[src/rtl/uart_line_rx.sv]
// UART line receiver: synchronised sampling FSM with parity/framing/break detection,
// feeding a show-ahead FIFO whose entries carry end-of-line and error tags.
module uart_line_rx #(
    parameter int         BIT_RATE     = 9600,
    parameter int         CLK_HZ       = 50_000_000,
    parameter int         PAYLOAD_BITS = 8,
    parameter int         PARITY       = 0,
    parameter int         STOP_BITS    = 1,
    parameter int         DEPTH        = 16,
    parameter logic [7:0] EOL_CHAR     = 8'h0a
) (
    input  logic                         clk,
    input  logic                         resetn,
    input  logic                         uart_rxd,
    input  logic                         uart_rx_en,
    output logic                         out_valid,
    input  logic                         out_ready,
    output logic [7:0]                   out_data,
    output logic                         out_last,
    output logic                         out_err,
    output logic [$clog2(DEPTH+1)-1:0]   lines_pending,
    output logic                         overflow,
    input  logic                         clear_overflow,
    output logic                         break_det
);

    localparam int CLKS_PER_BIT = CLK_HZ / BIT_RATE;
    localparam int CW  = $clog2(CLKS_PER_BIT + 1);
    localparam int AW  = $clog2(DEPTH);
    localparam int LPW = $clog2(DEPTH + 1);

    localparam logic [CW-1:0]  BIT_LAST  = CW'(CLKS_PER_BIT - 1);
    localparam logic [CW-1:0]  HALF_LAST = CW'(CLKS_PER_BIT / 2 - 1);
    localparam logic [3:0]     DATA_LAST = 4'(PAYLOAD_BITS - 1);
    localparam logic [3:0]     STOP_LAST = 4'(STOP_BITS - 1);
    localparam logic [LPW-1:0] FULL_CNT  = LPW'(DEPTH);

    generate
        if (CLKS_PER_BIT < 4) begin : g_bad_rate
            $error("uart_line_rx: CLK_HZ/BIT_RATE must be >= 4");
        end
        if (PAYLOAD_BITS < 5 || PAYLOAD_BITS > 8) begin : g_bad_payload
            $error("uart_line_rx: PAYLOAD_BITS must be 5..8");
        end
        if (PARITY < 0 || PARITY > 2) begin : g_bad_parity
            $error("uart_line_rx: PARITY must be 0, 1 or 2");
        end
        if (STOP_BITS < 1 || STOP_BITS > 2) begin : g_bad_stop
            $error("uart_line_rx: STOP_BITS must be 1 or 2");
        end
        if (DEPTH < 2 || (DEPTH & (DEPTH - 1)) != 0) begin : g_bad_depth
            $error("uart_line_rx: DEPTH must be a power of 2, >= 2");
        end
    endgenerate

    typedef struct packed {
        logic       err;
        logic       last;
        logic [7:0] data;
    } rx_entry_t;

    typedef enum logic [2:0] {
        S_IDLE, S_START, S_DATA, S_PARITY, S_STOP, S_BREAK
    } state_t;

    // ---------------- input synchroniser ----------------
    // [0] first stage, [1] rxd_s, [2] previous rxd_s for edge detection
    logic [2:0] sync_q, sync_d;
    logic       rxd_s, rxd_fall;

    always_comb begin
        sync_d   = {sync_q[1:0], uart_rxd};
        rxd_s    = sync_q[1];
        rxd_fall = sync_q[2] & ~sync_q[1];
    end

    // ---------------- receive FSM ----------------
    state_t                  state_q, state_d;
    logic [CW-1:0]           clk_cnt_q, clk_cnt_d;
    logic [3:0]              bit_cnt_q, bit_cnt_d;
    logic [PAYLOAD_BITS-1:0] data_q, data_d;
    logic                    perr_q, perr_d;
    logic                    ferr_q, ferr_d;
    logic                    break_q, break_d;
    logic                    bit_tick, ferr_now, push;
    logic [7:0]              data_ext;
    rx_entry_t               push_entry;

    always_comb begin
        data_ext                     = '0;
        data_ext[PAYLOAD_BITS-1:0]   = data_q;
    end

    always_comb begin
        state_d   = state_q;
        clk_cnt_d = clk_cnt_q + CW'(1);
        bit_cnt_d = bit_cnt_q;
        data_d    = data_q;
        perr_d    = perr_q;
        ferr_d    = ferr_q;
        break_d   = 1'b0;
        push      = 1'b0;
        bit_tick  = (clk_cnt_q == BIT_LAST);
        ferr_now  = ferr_q | ~rxd_s;

        case (state_q)
            S_IDLE: begin
                clk_cnt_d = '0;
                if (uart_rx_en && rxd_fall) begin
                    state_d = S_START;
                end
            end
            S_START: begin
                if (clk_cnt_q == HALF_LAST) begin
                    clk_cnt_d = '0;
                    bit_cnt_d = '0;
                    perr_d    = 1'b0;
                    ferr_d    = 1'b0;
                    state_d   = rxd_s ? S_IDLE : S_DATA;
                end
            end
            S_DATA: begin
                if (bit_tick) begin
                    clk_cnt_d = '0;
                    data_d    = {rxd_s, data_q[PAYLOAD_BITS-1:1]};
                    if (bit_cnt_q == DATA_LAST) begin
                        bit_cnt_d = '0;
                        state_d   = (PARITY == 0) ? S_STOP : S_PARITY;
                    end else begin
                        bit_cnt_d = bit_cnt_q + 4'd1;
                    end
                end
            end
            S_PARITY: begin
                if (bit_tick) begin
                    clk_cnt_d = '0;
                    // XOR of data and parity bit is 1 for a correct odd-parity frame
                    perr_d    = (^data_q ^ rxd_s) ^ (PARITY == 1);
                    state_d   = S_STOP;
                end
            end
            S_STOP: begin
                if (bit_tick) begin
                    clk_cnt_d = '0;
                    ferr_d    = ferr_now;
                    if (bit_cnt_q == STOP_LAST) begin
                        if (data_q == '0 && ferr_now) begin
                            break_d = 1'b1;
                            state_d = S_BREAK;
                        end else begin
                            push    = 1'b1;
                            state_d = S_IDLE;
                        end
                    end else begin
                        bit_cnt_d = bit_cnt_q + 4'd1;
                    end
                end
            end
            S_BREAK: begin
                clk_cnt_d = '0;
                if (rxd_s) begin
                    state_d = S_IDLE;
                end
            end
            default: begin
                state_d = S_IDLE;
            end
        endcase

        // Disabling the receiver abandons any frame in flight without side effects.
        if (state_q != S_IDLE && !uart_rx_en) begin
            state_d   = S_IDLE;
            clk_cnt_d = '0;
            push      = 1'b0;
            break_d   = 1'b0;
        end
    end

    always_comb begin
        push_entry.err  = perr_q | ferr_now;
        push_entry.data = data_ext;
        push_entry.last = (data_ext == EOL_CHAR) && !push_entry.err;
    end

    // ---------------- FIFO ----------------
    rx_entry_t      mem_q [DEPTH];
    rx_entry_t      mem_d [DEPTH];
    logic [AW-1:0]  wr_ptr_q, wr_ptr_d, rd_ptr_q, rd_ptr_d;
    logic [LPW-1:0] count_q, count_d;
    logic [LPW-1:0] lines_q, lines_d;
    logic           overflow_q, overflow_d;
    logic           full, push_ok, pop;
    rx_entry_t      head;

    always_comb begin
        head    = mem_q[rd_ptr_q];
        full    = (count_q == FULL_CNT);
        push_ok = push && !full;
        pop     = (count_q != '0) && out_ready;

        mem_d    = mem_q;
        wr_ptr_d = wr_ptr_q;
        rd_ptr_d = rd_ptr_q;
        count_d  = count_q;
        lines_d  = lines_q;

        if (push_ok) begin
            mem_d[wr_ptr_q] = push_entry;
            wr_ptr_d        = wr_ptr_q + AW'(1);
            count_d         = count_d + LPW'(1);
            if (push_entry.last) begin
                lines_d = lines_d + LPW'(1);
            end
        end
        if (pop) begin
            rd_ptr_d = rd_ptr_q + AW'(1);
            count_d  = count_d - LPW'(1);
            if (head.last) begin
                lines_d = lines_d - LPW'(1);
            end
        end

        // set beats clear when both land in the same cycle
        overflow_d = overflow_q;
        if (clear_overflow) begin
            overflow_d = 1'b0;
        end
        if (push && full) begin
            overflow_d = 1'b1;
        end
    end

    // ---------------- registers ----------------
    always_ff @(posedge clk or negedge resetn) begin
        if (!resetn) begin
            sync_q     <= 3'b111;
            state_q    <= S_IDLE;
            clk_cnt_q  <= '0;
            bit_cnt_q  <= '0;
            data_q     <= '0;
            perr_q     <= 1'b0;
            ferr_q     <= 1'b0;
            break_q    <= 1'b0;
            wr_ptr_q   <= '0;
            rd_ptr_q   <= '0;
            count_q    <= '0;
            lines_q    <= '0;
            overflow_q <= 1'b0;
            for (int i = 0; i < DEPTH; i++) begin
                mem_q[i] <= '0;
            end
        end else begin
            sync_q     <= sync_d;
            state_q    <= state_d;
            clk_cnt_q  <= clk_cnt_d;
            bit_cnt_q  <= bit_cnt_d;
            data_q     <= data_d;
            perr_q     <= perr_d;
            ferr_q     <= ferr_d;
            break_q    <= break_d;
            wr_ptr_q   <= wr_ptr_d;
            rd_ptr_q   <= rd_ptr_d;
            count_q    <= count_d;
            lines_q    <= lines_d;
            overflow_q <= overflow_d;
            for (int i = 0; i < DEPTH; i++) begin
                mem_q[i] <= mem_d[i];
            end
        end
    end

    // ---------------- outputs ----------------
    always_comb begin
        out_valid     = (count_q != '0);
        out_data      = out_valid ? head.data : 8'h00;
        out_last      = out_valid & head.last;
        out_err       = out_valid & head.err;
        lines_pending = lines_q;
        overflow      = overflow_q;
        break_det     = break_q;
    end

endmodule

[config.mk]
export PLATFORM = sky130hd
export DESIGN_NAME = uart_line_rx
export DESIGN_NICKNAME = d
export VERILOG_FILES = /design/src/rtl/uart_line_rx.sv
export SDC_FILE = /design/constraint.sdc
export NUM_CORES = 1
export LEC_CHECK = 0
export ABC_AREA = 0
export CAP_MARGIN = 5
export CORE_MARGIN = 1
export CORE_UTILIZATION = 47
export CTS_CLUSTER_DIAMETER = 120
export CTS_CLUSTER_SIZE = 25
export DETAILED_ROUTE_END_ITERATION = 8
export HOLD_SLACK_MARGIN = 0.03
export PLACE_DENSITY = 0.64
export SLEW_MARGIN = 10
export SYNTH_ARGS = -nofsm -noshare
export SYNTH_HDL_FRONTEND = slang
export SYNTH_SLANG_ARGS = --single-unit
[constraint.sdc]
create_clock -name clk -period 3.1 [get_ports clk]
set_input_delay 0.62 -clock clk [delete_from_list [all_inputs] [get_ports clk]]
set_output_delay 0.62 -clock clk [all_outputs]
set_load 0.05 [all_outputs]
* Word-level counts from Yosys, hierarchy flattened
Index checks and enable logic that the tools add are counted.
Storage, ports and cells: memories kept 0, bits in read-only memories 0, input bits 6, register bits 213, output and inout bits 18, bits in latches 0, RAM bits 0
Operators by class: divide/modulo/power cells 0, add/subtract/negate cells 8, reduce and logical (&&, ||, !) cells 28, bitwise operators 9, multiply operators 0, shifts and indexed selects 0, magnitude comparators 3, multiplexer cells 52, eq/ne operators 23
Operators by type and width (count):
- 160-bit bitwise mux | 1
- 10-bit binary-select mux with 4-bit select | 1
- 10-bit demux with 4-bit select | 1
- 13-bit 2-to-1 mux | 3
- 13-bit one-hot mux with 3 select lines | 1
- 10-bit 2-to-1 mux | 3
- 3-bit 2-to-1 mux | 10
- 5-bit 2-to-1 mux | 6
- 3-bit != test (second input constant) | 8
- 4-bit 2-to-1 mux | 5
- 3-bit one-hot mux with 6 select lines | 1
- 1-bit 2-to-1 mux | 15
- 13-bit by 1-bit adder with 13-bit output (second input constant) | 1
- 13-bit by 12-bit equality test with 1-bit output (second input constant) | 1
- 13-bit equality test (second input constant) | 1
- 4-bit by 1-bit adder with 4-bit output (second input constant) | 3
- 4-bit one-hot mux with 3 select lines | 1
- 5-bit by 1-bit adder with 5-bit output (second input constant) | 2
- 5-bit >= comparator (second input constant) | 2
- 2-bit != test (second input constant) | 5
- 4-bit NOT with 5-bit output | 2
- 5-bit by 1-bit subtractor with 5-bit output (second input constant) | 2
- 8-bit by 4-bit equality test with 1-bit output (second input constant) | 1
- 1-bit logical AND | 8
- 27 further kinds | 39

* Depth between registers and ports, before layout
word-level depth 13, gate-level depth with buffers 15

* Worst setup path after synthesis
OpenSTA, ideal clock, no wires.
kind reg2out, from register rd_ptr_q[0], to output port out_data[0], arrival 2264 ps, buffers on the path 2, slack 216 ps, cell stages (with the launch flop) 6, cell sequence dfrtp_1 buf_2 buf_2 mux4_2 mux4_2 and2_1
On the way: cells in the longest elaborated chain, start to end 5
RTL lines:
- start, declared | line 188 | logic [AW-1:0] wr_ptr_q, wr_ptr_d, rd_ptr_q, rd_ptr_d;
- start signal, assigned | line 262 | rd_ptr_q <= rd_ptr_d;
- 4-bit NOT with 5-bit output (not written as such) | line 196 | head = mem_q[rd_ptr_q];
- 10-bit binary-select mux with 4-bit select | line 196
- 10-bit 2-to-1 mux (not written as such) (2 in a row) | line 196
- 8-bit 2-to-1 mux | line 275 | out_data = out_valid ? head.data : 8'h00;
- end, declared | line 18 | output logic [7:0] out_data,
Every way passes these cells. The select of a mux whose other input is x is not followed.

* Worst setup path in the final report
from register rd_ptr_q[0], to output port out_data[5]
The elaborated chain is that of the path after synthesis.

==> flow_metrics.py <==
metrics = {
    "run_status": {
        "status": "finished, violations left",
        "violations": "negative setup slack",
    },
    "layout": {
        "layout-drive-gt1-share_pct": 18.17,
        "antenna_cells": 0,
        "nFillCells": 1789,
        "finalInstanceArea_mm2": 0.01138,
        "fin_util_pct": 54.13,
        "syn_to_final_growth_pct": 12.94,
        "nets": 982,
    },
    "synthesis": {
        "synth_top_area_cell": "dfrtp_1",
        "synthTopCellsByArea": "dfrtp_1 52%, mux4_2 11%, o21ai_0 8.3%",
        "synth_edf_count": 0,
        "synth.mux.area_fraction_pct": 12.79,
        "synth.avg_cell_area_um2": 10.94,
        "synth_fa_ha_area_share_pct": 2.235,
        "synthesis.area_mm2": 0.01007,
        "yosysSeqAreaShare_pct": 52.94,
        "async_reset_ff_share_pct": 100.0,
        "synth_xor_xnor_area_share_pct": 3.043,
        "ys_seq_elements": 213,
        "synth_cell_types": 59,
        "synth_compound_area_share_pct": 10.78,
        "synth_top_family_by_area": "simple AND/OR/NAND/NOR gates",
        "synth-simple-area-share_pct": 14.73,
        "yosys.area.top_type_share_pct": 52.16,
        "synthFlopType": "dfrtp_1",
        "syn-num-nets": 945,
        "synthCells": 921,
        "synth_warnings": 0,
    },
    "worst_setup_path": {
        "endpoint": "out_data[5]",
        "critPathSlowestCell": "mux4_2",
        "r2r_start": "clk_cnt_q[0]",
        "cp-start-kind": "flop",
        "worstSetupPathType": "flop to primary output",
        "r2r-end": "count_q[4]",
        "crit_cells": 6,
        "cp.required_ns": 2.48,
        "path_common_cell": "mux4_2",
        "cp-end-kind": "primary output",
        "rr_worst_depth": 11,
        "critPathLaunch": "rd_ptr_q[0]",
        "path_buf_inv": 3,
        "rrSetupSlack_ns": 0.26,
        "worstPathArrival_ns": 2.56,
        "critPathMaxStageDelay_ns": 0.54,
        "path_max_fanout": 8,
        "crit_path_cell_trace": "buf_12 -> buf_16 -> mux4_2 -> mux4_2 -> and2_4 -> buf_8",
        "crit_family": "multiplexers",
    },
    "floorplanning": {
        "io_pins": 24,
        "core_area_mm2": 0.02102,
        "fp.dieH_um": 148.4,
        "rows": 53,
        "dieArea_mm2": 0.02203,
        "start_util_pct": 47.93,
        "die_x_um": 148.4,
    },
    "grt": {
        "grt_pass1_wl_um": 36450,
        "overflow": 0,
        "grt_pass1_vias": 6796,
        "antenna_found_initial": 0,
        "grt_max_degree": 81,
        "grt_util_all_layers_pct": 21.00,
    },
    "routing": {
        "wl_um": 21630,
        "drc": 0,
        "viasPerCell": 5.456,
        "first_pass_iters": 4,
        "wl_per_cell_um": 17.47,
        "drt_iter0_markers": 367,
        "drtAntennaViolNets": 0,
        "num_vias": 6754,
    },
    "placement": {
        "dpl_cell_area_mm2": 0.01079,
        "globalplace.congestion": 0.8143,
        "place_hpwl_um": 14810,
        "port-buffer-count": 23,
    },
    "pwr": {
        "p_leak_uw": 0.004867,
        "finalPower_uw": 6068,
        "peakVddDrop_uv": 362.8,
        "cellPowerDensity_mw_per_mm2": 533.3,
    },
    "timing": {
        "period_needed_ns": 3.182,
        "slew_viol_final": 0,
        "rsz0062_at_grt": "yes",
        "setup_viol": 7,
        "finalHoldViolations": 0,
        "skew_ns": 0.01348,
        "fmax_ghz": 0.3142,
        "fin_hold_ws_ns": 0.1253,
        "worstMarginPinSlew_ns": 0.6232,
        "worst_slack_ns": -0.08233,
        "period_share_pct": 102.7,
        "tns_ns": -0.4247,
        "relSlewSlack_pct": 58.45,
    },
    "clock_network": {
        "clock-root-buffer": "clkbuf_16",
        "cts_buffers": 12,
        "clkTransAtPathRegs_ns": 0.10,
        "cts.sinks": 213,
        "cts_tree": "yes",
        "insertion_delay_ns": 0.47,
        "cts-htree-levels": 1,
        "clock_path_buffers": 3,
    },
    "run": {
        "cap_violations": 0,
    },
    "min_path": {
        "hp-class": "primary input to async pin",
    },
}
[per-stage QoR]
step                std cells  worst slack [ns]
floorplan                 921            0.2161
global placement         1208            0.1845
detailed placement       1208            0.1456
CTS                      1234          -0.09601
global route             1238           -0.1454
finish                   1238          -0.08233
[repair_timing]
item,4_1_cts,5_1_grt
resized for setup,33,3
cloned,3,0
hold buffers,0,0
endpoints found under the setup margin,11,11
pin swaps,9,1
buffers inserted,4,5
[report_power, final]
group | internal [uW] | switching [uW]
combinational | 690 | 657
clock | 788 | 911
sequential | 2860 | 163
total | 4340 | 1730
[cells in the mapped netlist (7+ instances only)]
cell type	n
nor2_1	29
o21ai_0	167
a21oi_1	7
dfrtp_1	210
inv_1	23
mux4_2	47
clkbuf_1	46
xnor2_1	22
nor2b_1	7
mux2_2	9
xor2_1	13
nand3_1	19
nand4_1	12
nand2_1	181
ha_1	18
and2_1	13
[cell usage in the layout, fill, tap and decap left out, types with 18 or more instances in the layout]
master | Yosys | layout
nor2_1 | 29 | 29
o21ai_0 | 167 | 167
ha_1 | 18 | 18
nand2_1 | 181 | 181
nand3_1 | 19 | 19
xnor2_1 | 22 | 22
dfrtp_1 | 210 | 207
buf_4 | 2 | 52
inv_1 | 23 | 23
mux4_2 | 47 | 50
[worst min-delay path by stage]
stage	end	slack [ns]	cells after the start
floorplan	bit_cnt_q[0]	0.32	0
global placement	sync_q[1]	0.35	0
detailed placement	sync_q[1]	0.35	0
CTS	mem_q[135]	0.14	1
global route	mem_q[154]	0.15	1
finish	mem_q[124]	0.13	1
[kinds of logic after synthesis]
group,Yosys count
muxes,64
buffers and inverters,83
AOI/OAI and AO/OA,200
DFF,213
adders and majority gates,18
and+or+nand+nor,308
xor gates and xnor gates,35
[worst reg2reg max path, cell delays in order, from the launching register on]
cell and delay (ns):
dfrtp_1 0.41, ha_1 0.28, nor4b_4 0.29, nand4_1 0.24
nor4b_4 0.30, buf_4 0.19, mux2i_1 0.25, ha_1 0.17
nand2_1 0.10, a21o_1 0.22, a31oi_1 0.19, xnor2_1 0.13
[cell type report]
cell class	count	area, um2	area share, %
clock inverter	1	16.27	0.1430
timing repair buffer	83	842.1	7.400
sequential	213	5338	46.91
tap	275	344.1	3.024
inverter	23	86.33	0.7587
clock buffer	18	344.1	3.024
multi-input combinational	625	4408	38.74
[state kept, by name, indices dropped and copies added (netlist names), 3 cells and up]
name,count
bit_cnt_q,4
clk_cnt_q,13
count_q,5
data_ext,8
lines_pending,5
mem_q,160
rd_ptr_q,4
state_q,3
sync_q,3
wr_ptr_q,4
[routing by layer]
layer / global-route usage (%) / vias to the layer above / share of wire [%]
li1: - / 3285 / -
met1: 30.37 / 3342 / 47
met2: 34.04 / 101 / 48
met3: 2.331 / 26 / 3.5
met4: 5.155 / 0 / 1.9
met5: 0 / - / 0
(Power assumes the default switching activity.)
